<file path="src/rtl/inv_key_sched_pkg.sv">
// Shared definitions for the inverse AES-128 key schedule.
// Optional feature macro: INV_KEY_SCHED_FWD_EXPAND_EN (adds the EXPAND state).
package inv_key_sched_pkg;

    localparam int          KEY_W       = 128;
    localparam logic [3:0]  LAST_ROUND  = 4'd10;   // round index of the first key emitted
    localparam logic [3:0]  EXPAND_LAST = 4'd9;    // last forward step index (rcon 0..9)

    typedef enum logic [1:0] {
        ST_IDLE,
        ST_EMIT,
        ST_EXPAND
    } state_t;

    // Round constant by index 0..9; anything else yields zero.
    function automatic logic [7:0] rcon(input logic [3:0] idx);
        case (idx)
            4'd0:    rcon = 8'h01;
            4'd1:    rcon = 8'h02;
            4'd2:    rcon = 8'h04;
            4'd3:    rcon = 8'h08;
            4'd4:    rcon = 8'h10;
            4'd5:    rcon = 8'h20;
            4'd6:    rcon = 8'h40;
            4'd7:    rcon = 8'h80;
            4'd8:    rcon = 8'h1b;
            4'd9:    rcon = 8'h36;
            default: rcon = 8'h00;
        endcase
    endfunction

    // Multiplication in GF(2^8) modulo x^8+x^4+x^3+x+1.
    function automatic logic [7:0] gf_mul(input logic [7:0] a, input logic [7:0] b);
        logic [7:0] p;
        logic [7:0] aa;
        p  = 8'h00;
        aa = a;
        for (int i = 0; i < 8; i++) begin
            if (b[i]) p = p ^ aa;
            aa = {aa[6:0], 1'b0} ^ (aa[7] ? 8'h1b : 8'h00);
        end
        return p;
    endfunction

endpackage

</file>
<file path="src/rtl/inv_key_step.sv">
// One combinational inverse key-schedule step (round r -> r-1).
// With INV_KEY_SCHED_FWD_EXPAND_EN the forward step shares the four S-boxes;
// only the SubWord source differs (w3 forward, w3' inverse).
module inv_key_step
    import inv_key_sched_pkg::*;
(
    input  logic [KEY_W-1:0] key,
    input  logic [3:0]       rcon_idx,
`ifdef INV_KEY_SCHED_FWD_EXPAND_EN
    input  logic             fwd,
    output logic [KEY_W-1:0] fwd_key,
`endif
    output logic [KEY_W-1:0] inv_key
);

    logic [31:0] w0, w1, w2, w3;
    logic [31:0] i1, i2, i3;
    logic [31:0] sub_in, rot, sub_out, rc_word;

    assign {w0, w1, w2, w3} = key;

    // Undo the XOR chain of the forward schedule, last word first.
    assign i3 = w3 ^ w2;
    assign i2 = w2 ^ w1;
    assign i1 = w1 ^ w0;

`ifdef INV_KEY_SCHED_FWD_EXPAND_EN
    assign sub_in = fwd ? w3 : i3;
`else
    assign sub_in = i3;
`endif

    assign rot     = {sub_in[23:0], sub_in[31:24]};
    assign rc_word = {rcon(rcon_idx), 24'h000000};

    for (genvar g = 0; g < 4; g++) begin : g_sbox
        softbox u_sbox (
            .a (rot[8*g +: 8]),
            .s (sub_out[8*g +: 8])
        );
    end

    assign inv_key = {w0 ^ sub_out ^ rc_word, i1, i2, i3};

`ifdef INV_KEY_SCHED_FWD_EXPAND_EN
    logic [31:0] f0, f1, f2, f3;
    assign f0      = w0 ^ sub_out ^ rc_word;
    assign f1      = w1 ^ f0;
    assign f2      = w2 ^ f1;
    assign f3      = w3 ^ f2;
    assign fwd_key = {f0, f1, f2, f3};
`endif

endmodule

</file>
<file path="src/rtl/softbox.sv">
// AES forward S-box, computed rather than tabled: GF(2^8) inverse as
// a^254 followed by the standard affine transform.
module softbox
    import inv_key_sched_pkg::*;
(
    input  logic [7:0] a,
    output logic [7:0] s
);

    logic [7:0] inv;
    logic [7:0] sq;

    // Square-and-multiply: a^254 = a^2 * a^4 * ... * a^128 (zero maps to zero).
    always_comb begin
        // NOTE: blocking assignments here because each line feeds the next
        // within one combinational evaluation; registers elsewhere use <=.
        inv = 8'h01;
        sq  = a;
        for (int i = 1; i < 8; i++) begin
            sq  = gf_mul(sq, sq);
            inv = gf_mul(inv, sq);
        end
    end

    assign s = inv
             ^ {inv[6:0], inv[7]}
             ^ {inv[5:0], inv[7:6]}
             ^ {inv[4:0], inv[7:5]}
             ^ {inv[3:0], inv[7:4]}
             ^ 8'h63;

endmodule

</file>
<file path="src/rtl/inv_key_sched.sv">
// Inverse AES-128 key scheduler: emits round keys 10 down to 0 over a
// valid/ready handshake, one per cycle at full throughput.
// Optional feature macro: INV_KEY_SCHED_FWD_EXPAND_EN -- adds a mode input;
// mode=1 treats key_in as the cipher key and forward-expands it first.
module inv_key_sched
    import inv_key_sched_pkg::*;
(
    input  logic             clk,
    input  logic             rst_n,
    input  logic             start,
    input  logic [KEY_W-1:0] key_in,
`ifdef INV_KEY_SCHED_FWD_EXPAND_EN
    input  logic             mode,
`endif
    input  logic             rk_ready,
    output logic [KEY_W-1:0] rk_out,
    output logic [3:0]       rk_round,
    output logic             rk_valid,
    output logic             busy,
    output logic             done
);

    state_t           state_q, state_d;
    logic [KEY_W-1:0] key_q;
    logic [3:0]       round_q;
    logic             done_q;
    logic             accept;
    logic             last;
    logic [3:0]       rcon_idx;
    logic [KEY_W-1:0] inv_key;

    assign accept = (state_q == ST_EMIT) && rk_ready;
    assign last   = (round_q == 4'd0);

`ifdef INV_KEY_SCHED_FWD_EXPAND_EN
    logic [KEY_W-1:0] fwd_key;
    logic             expanding;

    assign expanding = (state_q == ST_EXPAND);
    // Forward steps count up through rcon 0..9; inverse uses round-1.
    assign rcon_idx  = expanding ? round_q : round_q - 4'd1;

    inv_key_step u_step (
        .key      (key_q),
        .rcon_idx (rcon_idx),
        .fwd      (expanding),
        .fwd_key  (fwd_key),
        .inv_key  (inv_key)
    );
`else
    assign rcon_idx = round_q - 4'd1;

    inv_key_step u_step (
        .key      (key_q),
        .rcon_idx (rcon_idx),
        .inv_key  (inv_key)
    );
`endif

    // State register.
    always_ff @(posedge clk or negedge rst_n) begin
        if (!rst_n) state_q <= ST_IDLE;
        else        state_q <= state_d;
    end

    // Next-state logic.
    always_comb begin
        // NOTE: default assignment first so no path leaves state_d
        // unassigned, which would otherwise infer a latch.
        state_d = state_q;
        case (state_q)
            ST_IDLE: begin
                if (start) begin
`ifdef INV_KEY_SCHED_FWD_EXPAND_EN
                    state_d = mode ? ST_EXPAND : ST_EMIT;
`else
                    state_d = ST_EMIT;
`endif
                end
            end
            ST_EMIT: begin
                if (accept && last) state_d = ST_IDLE;
            end
`ifdef INV_KEY_SCHED_FWD_EXPAND_EN
            ST_EXPAND: begin
                if (round_q == EXPAND_LAST) state_d = ST_EMIT;
            end
`endif
            default: state_d = ST_IDLE;
        endcase
    end

    // Outputs: all decoded from registers so they hold steady under backpressure.
    always_comb begin
        rk_out   = key_q;
        rk_round = round_q;
        rk_valid = (state_q == ST_EMIT);
        busy     = (state_q != ST_IDLE);
        done     = done_q;
    end

    // Key register, round counter and the registered done pulse.
    always_ff @(posedge clk or negedge rst_n) begin
        if (!rst_n) begin
            key_q   <= '0;
            round_q <= 4'd0;
            done_q  <= 1'b0;
        end else begin
            done_q <= 1'b0;
            case (state_q)
                ST_IDLE: begin
                    if (start) begin
                        key_q <= key_in;
`ifdef INV_KEY_SCHED_FWD_EXPAND_EN
                        round_q <= mode ? 4'd0 : LAST_ROUND;
`else
                        round_q <= LAST_ROUND;
`endif
                    end
                end
                ST_EMIT: begin
                    if (accept) begin
                        if (last) begin
                            done_q <= 1'b1;
                        end else begin
                            key_q   <= inv_key;
                            round_q <= round_q - 4'd1;
                        end
                    end
                end
`ifdef INV_KEY_SCHED_FWD_EXPAND_EN
                ST_EXPAND: begin
                    key_q   <= fwd_key;
                    round_q <= (round_q == EXPAND_LAST) ? LAST_ROUND : round_q + 4'd1;
                end
`endif
                default: ;
            endcase
        end
    end

endmodule

</file>
<file path="config.mk">
export PLATFORM = sky130hd
export DESIGN_NAME = inv_key_sched
export DESIGN_NICKNAME = d
export VERILOG_FILES = /design/src/rtl/inv_key_sched_pkg.sv /design/src/rtl/inv_key_step.sv /design/src/rtl/softbox.sv /design/src/rtl/inv_key_sched.sv
export SDC_FILE = /design/constraint.sdc
export NUM_CORES = 2
export LEC_CHECK = 0
export BUFFER_PORTS_ARGS = -buffer_cell sky130_fd_sc_hd__buf_2
export CAP_MARGIN = 10
export CORE_AREA = 2 2 320 322
export DETAILED_ROUTE_END_ITERATION = 8
export DIE_AREA = 0 0 322 324
export MAX_ROUTING_LAYER = met4
export PLACE_DENSITY_LB_ADDON = 0.08
export REMOVE_ABC_BUFFERS = 1
export SLEW_MARGIN = 20
export SYNTH_ARGS = -nofsm -noshare
export SYNTH_HDL_FRONTEND = slang
export SYNTH_SLANG_ARGS = --single-unit
export TNS_END_PERCENT = 10
</file>
<file path="constraint.sdc">
create_clock -name clk -period 48.1 [get_ports clk]
set_input_delay 7.215 -clock clk [delete_from_list [all_inputs] [get_ports clk]]
set_output_delay 7.215 -clock clk [all_outputs]
set_load 0.02 [all_outputs]
</file>
==> metrics.md <==
| Metric | Value |
|---|---|
| Worst Skew | 0.0212 ns |
| Initial Util | 59.4% |
| TritonRoute pass-1 iters | 8 |
| Final GP Congestion | 0.975 |
| M2 GR Usage | 55.3% |
| DRC | 0 |
| Final min period | 20.51 ns |
| Worst path slowest cell | a2111oi_1 |
| WL final | 185,000 um |
| Post-DP HPWL | 136,000 um |
| DIE HEIGHT | 324 um |
| Design area | 63,700 sq um |
| Routed len/inst | 19.7 um |
| Later-pin clock latency in the skew report | 0.51 ns |
| Period utilization | 42.6% |
| Top_reg_cell synth | dfrtp_1 |
| CP Launch Type | flop |
| Most frequent cell after synthesis | xnor2_1 |
| Layout overhead on the synthesized area | 6.25% |
| # fillers | 9,289 |
| Initial antenna violation count | 3 |
| Post-layout util | 63.1% |
| Synth cell types | 117 |
| Via count of the routed design | 58,100 |
| Register Area | 3360 sq um |
| Count of final setup violators | 0 |
| EDFF count, synth | 0 |
| Count of final hold-check violations | 0 |
| CORE AREA | 101,000 sq um |
| GR Util All Layers | 35.7% |
| Routing usage on met1 | 48.7% |
| Top cell type's share of synthesized area | 25.4% |
| Row Count | 117 |
| Mapped Area | 60,000 sq um |
| Synth Area per Inst | 7.45 sq um |
| Async SR Flop Fraction | 100% |
| DP Area | 63,100 sq um |
| Die Width | 322 um |
| Worst slew pin tran | 1.16 ns |
| IO buf count | 266 |
| Yosys reg bits | 134 |
| Global routing usage on met3 | 4.89% |
| Mapped Cells | 8,052 |
| Crit-path max cell delay | 0.95 ns |
| Critical path class | reg2reg |
| Max-cap viol count | 0 |
| CTS buffer count | 17 |
| Sequential share of the synthesized area | 5.59% |
| Root Driver | clkbuf_16 |
| CTS H-tree lvls | 4 |
| First-pass GRT wire length | 297,000 um |
| Vias in the first global route | 53,700 |
| Hold Path Class | reg2reg |
| Outcome | complete, no violations |
| Initial DRC Count | 6,365 |
| Largest net degree at the start of global routing | 84 |
| CTS Sinks | 134 |
| Final setup TNS | 0 ns |
| Synth area leader | xnor2_1 |
| Synth top cells by count | 1,742 x xnor2_1, 1,273 x nor2_1, 779 x nand2_1 |
| Io pins | 267 |
| WP data arrival | 20.94 ns |
| CP Data Required Time | 48.54 ns |
| RSZ-0062 raised after global routing | false |
| CTS tree | done |
| Max clock buf depth | 2 |
| Ys Warns | 0 |
| CP dominant cell by count | xnor2_1 |
| Antenna Nets Post-Route | 0 |
| Post-CTS setup buffers | 0 |
| Clock transition at the registers of the reported paths | 0.08 ns |
| Layout cells sized above 1 | 11.8% |
| Crit Path Max Fanout | 25 |
| Routed vias/inst | 6.17 |
| Global routing's busiest layer | met2 |
| CTS Hold Bufs | 0 |
| Post-cts sizing count | 0 |
| Max_slew headroom | 22.5% |
| Die area | 104,000 sq um |
| Critical path capture point type | flop |
| Area contributors post-synth | xnor2_1 25%, xnor3_1 8.4%, nor2_1 8.0% |
| Number of nets in the layout | 8,242 |
| F_max | 0.0488 GHz |
| Multi-input gate area | 54,700 sq um |
| Grt ovf | 0 |
| Max Slew Vio Count | 0 |
-- registers in the layout, indices dropped and copies added (netlist names) --
register / cells
rk_out: 128
done: 1
state_q: 1
rk_round: 4
-- cell type report --
type,instances,share of cell area (%)
clock buffer,18,0.673
timing repair buffer,506,4.93
sequential,134,5.27
clock inverter,14,0.253
tap,1309,2.57
multi-input combinational,7347,85.8
antenna,3,0.0118
inverter,80,0.471
-- worst max-delay path: cells and delay by family (launching register included) --
kind / cells / cell delay, ns
AO/OA/AOI/OAI: 15 / 4.72
buffers and inverters: 6 / 2.01
XOR/XNOR: 22 / 7.72
flip-flops: 1 / 0.47
AND/OR/NAND/NOR: 12 / 2.55
multiplexers: 5 / 0.89
adder cells (fa/ha/maj): 4 / 1.99
-- path summary, 6_finish.rpt --
| check | depth (start not counted) | endpoint | startpoint | slack, ns |
|---|---|---|---|---|
| worst max-delay path | 64 | rk_out[124]$_DFFE_PN0P_ | rk_out[55]$_DFFE_PN0P_ | 27.59 |
| worst min-delay path | 1 | rk_out[109]$_DFFE_PN0P_ | rk_out[109]$_DFFE_PN0P_ | 0.56 |
| worst max register to register | 64 | rk_out[124]$_DFFE_PN0P_ | rk_out[55]$_DFFE_PN0P_ | 27.59 |
| worst min register to register | 1 | rk_out[109]$_DFFE_PN0P_ | rk_out[109]$_DFFE_PN0P_ | 0.56 |
| max in group asynchronous | 3 | rk_out[51]$_DFFE_PN0P_ | rst_n | 39.70 |
| min in group asynchronous | 1 | rk_out[68]$_DFFE_PN0P_ | rst_n | 6.65 |
-- logic make-up (layout without fill, tap and decap cells) --
logic type	after synthesis	count (layout)	share of synthesized area [%]
xor gates and xnor gates	2642	2642	48.4
buffers and inverters	571	618	3.89
and+or+nand+nor	2821	2821	20.2
AOI/OAI and AO/OA	1648	1648	17.9
adders and majority gates	27	27	0.551
muxes	209	209	3.59
DFF	134	134	5.59
other	0	3	0
-- per-layer routing --
metal,up-vias,wire length (um)
met3,320,15800
met2,2506,83500
li1,27600,-
met5,-,0
met4,0,4770
met1,27700,81400
-- cells in the final DEF, fill, tap and decap left out, types with 50 or more instances in the layout --
cell      synthesis  final
a211oi_1        155    155
a21oi_1         518    517
buf_2            86    265
buf_4            15    240
dfrtp_1         134    133
inv_1            67     67
mux2i_1         174    174
nand2_1         779    778
nand2b_1         72     71
nand3_1         201    201
nor2_1         1273   1272
nor2b_1          67     67
nor3_1          207    207
o211ai_1         80     80
o21ai_0         298    297
o22ai_1         100    100
xnor2_1        1742   1704
xnor2_2         135    173
xnor3_1         225    225
xor2_1          412    402
xor2_2           41     50
-- stage by stage --
| step | std cells | hold slack (ns) | worst slack [ns] |
|---|---|---|---|
| final | 9411 | 0.562 | 27.59 |
| after detailed placement | 9376 | 0.549 | 27.97 |
| after CTS | 9408 | 0.561 | 27.91 |
| after global placement | 9376 | 0.548 | 28.57 |
| after global routing | 9410 | 0.575 | 26.03 |
| after floorplan | 7561 | 0.621 | 29.44 |
Power is left out: the tool's default activity adds up to more than one toggle a clock period on the data nets, which glitch-free logic cannot reach.
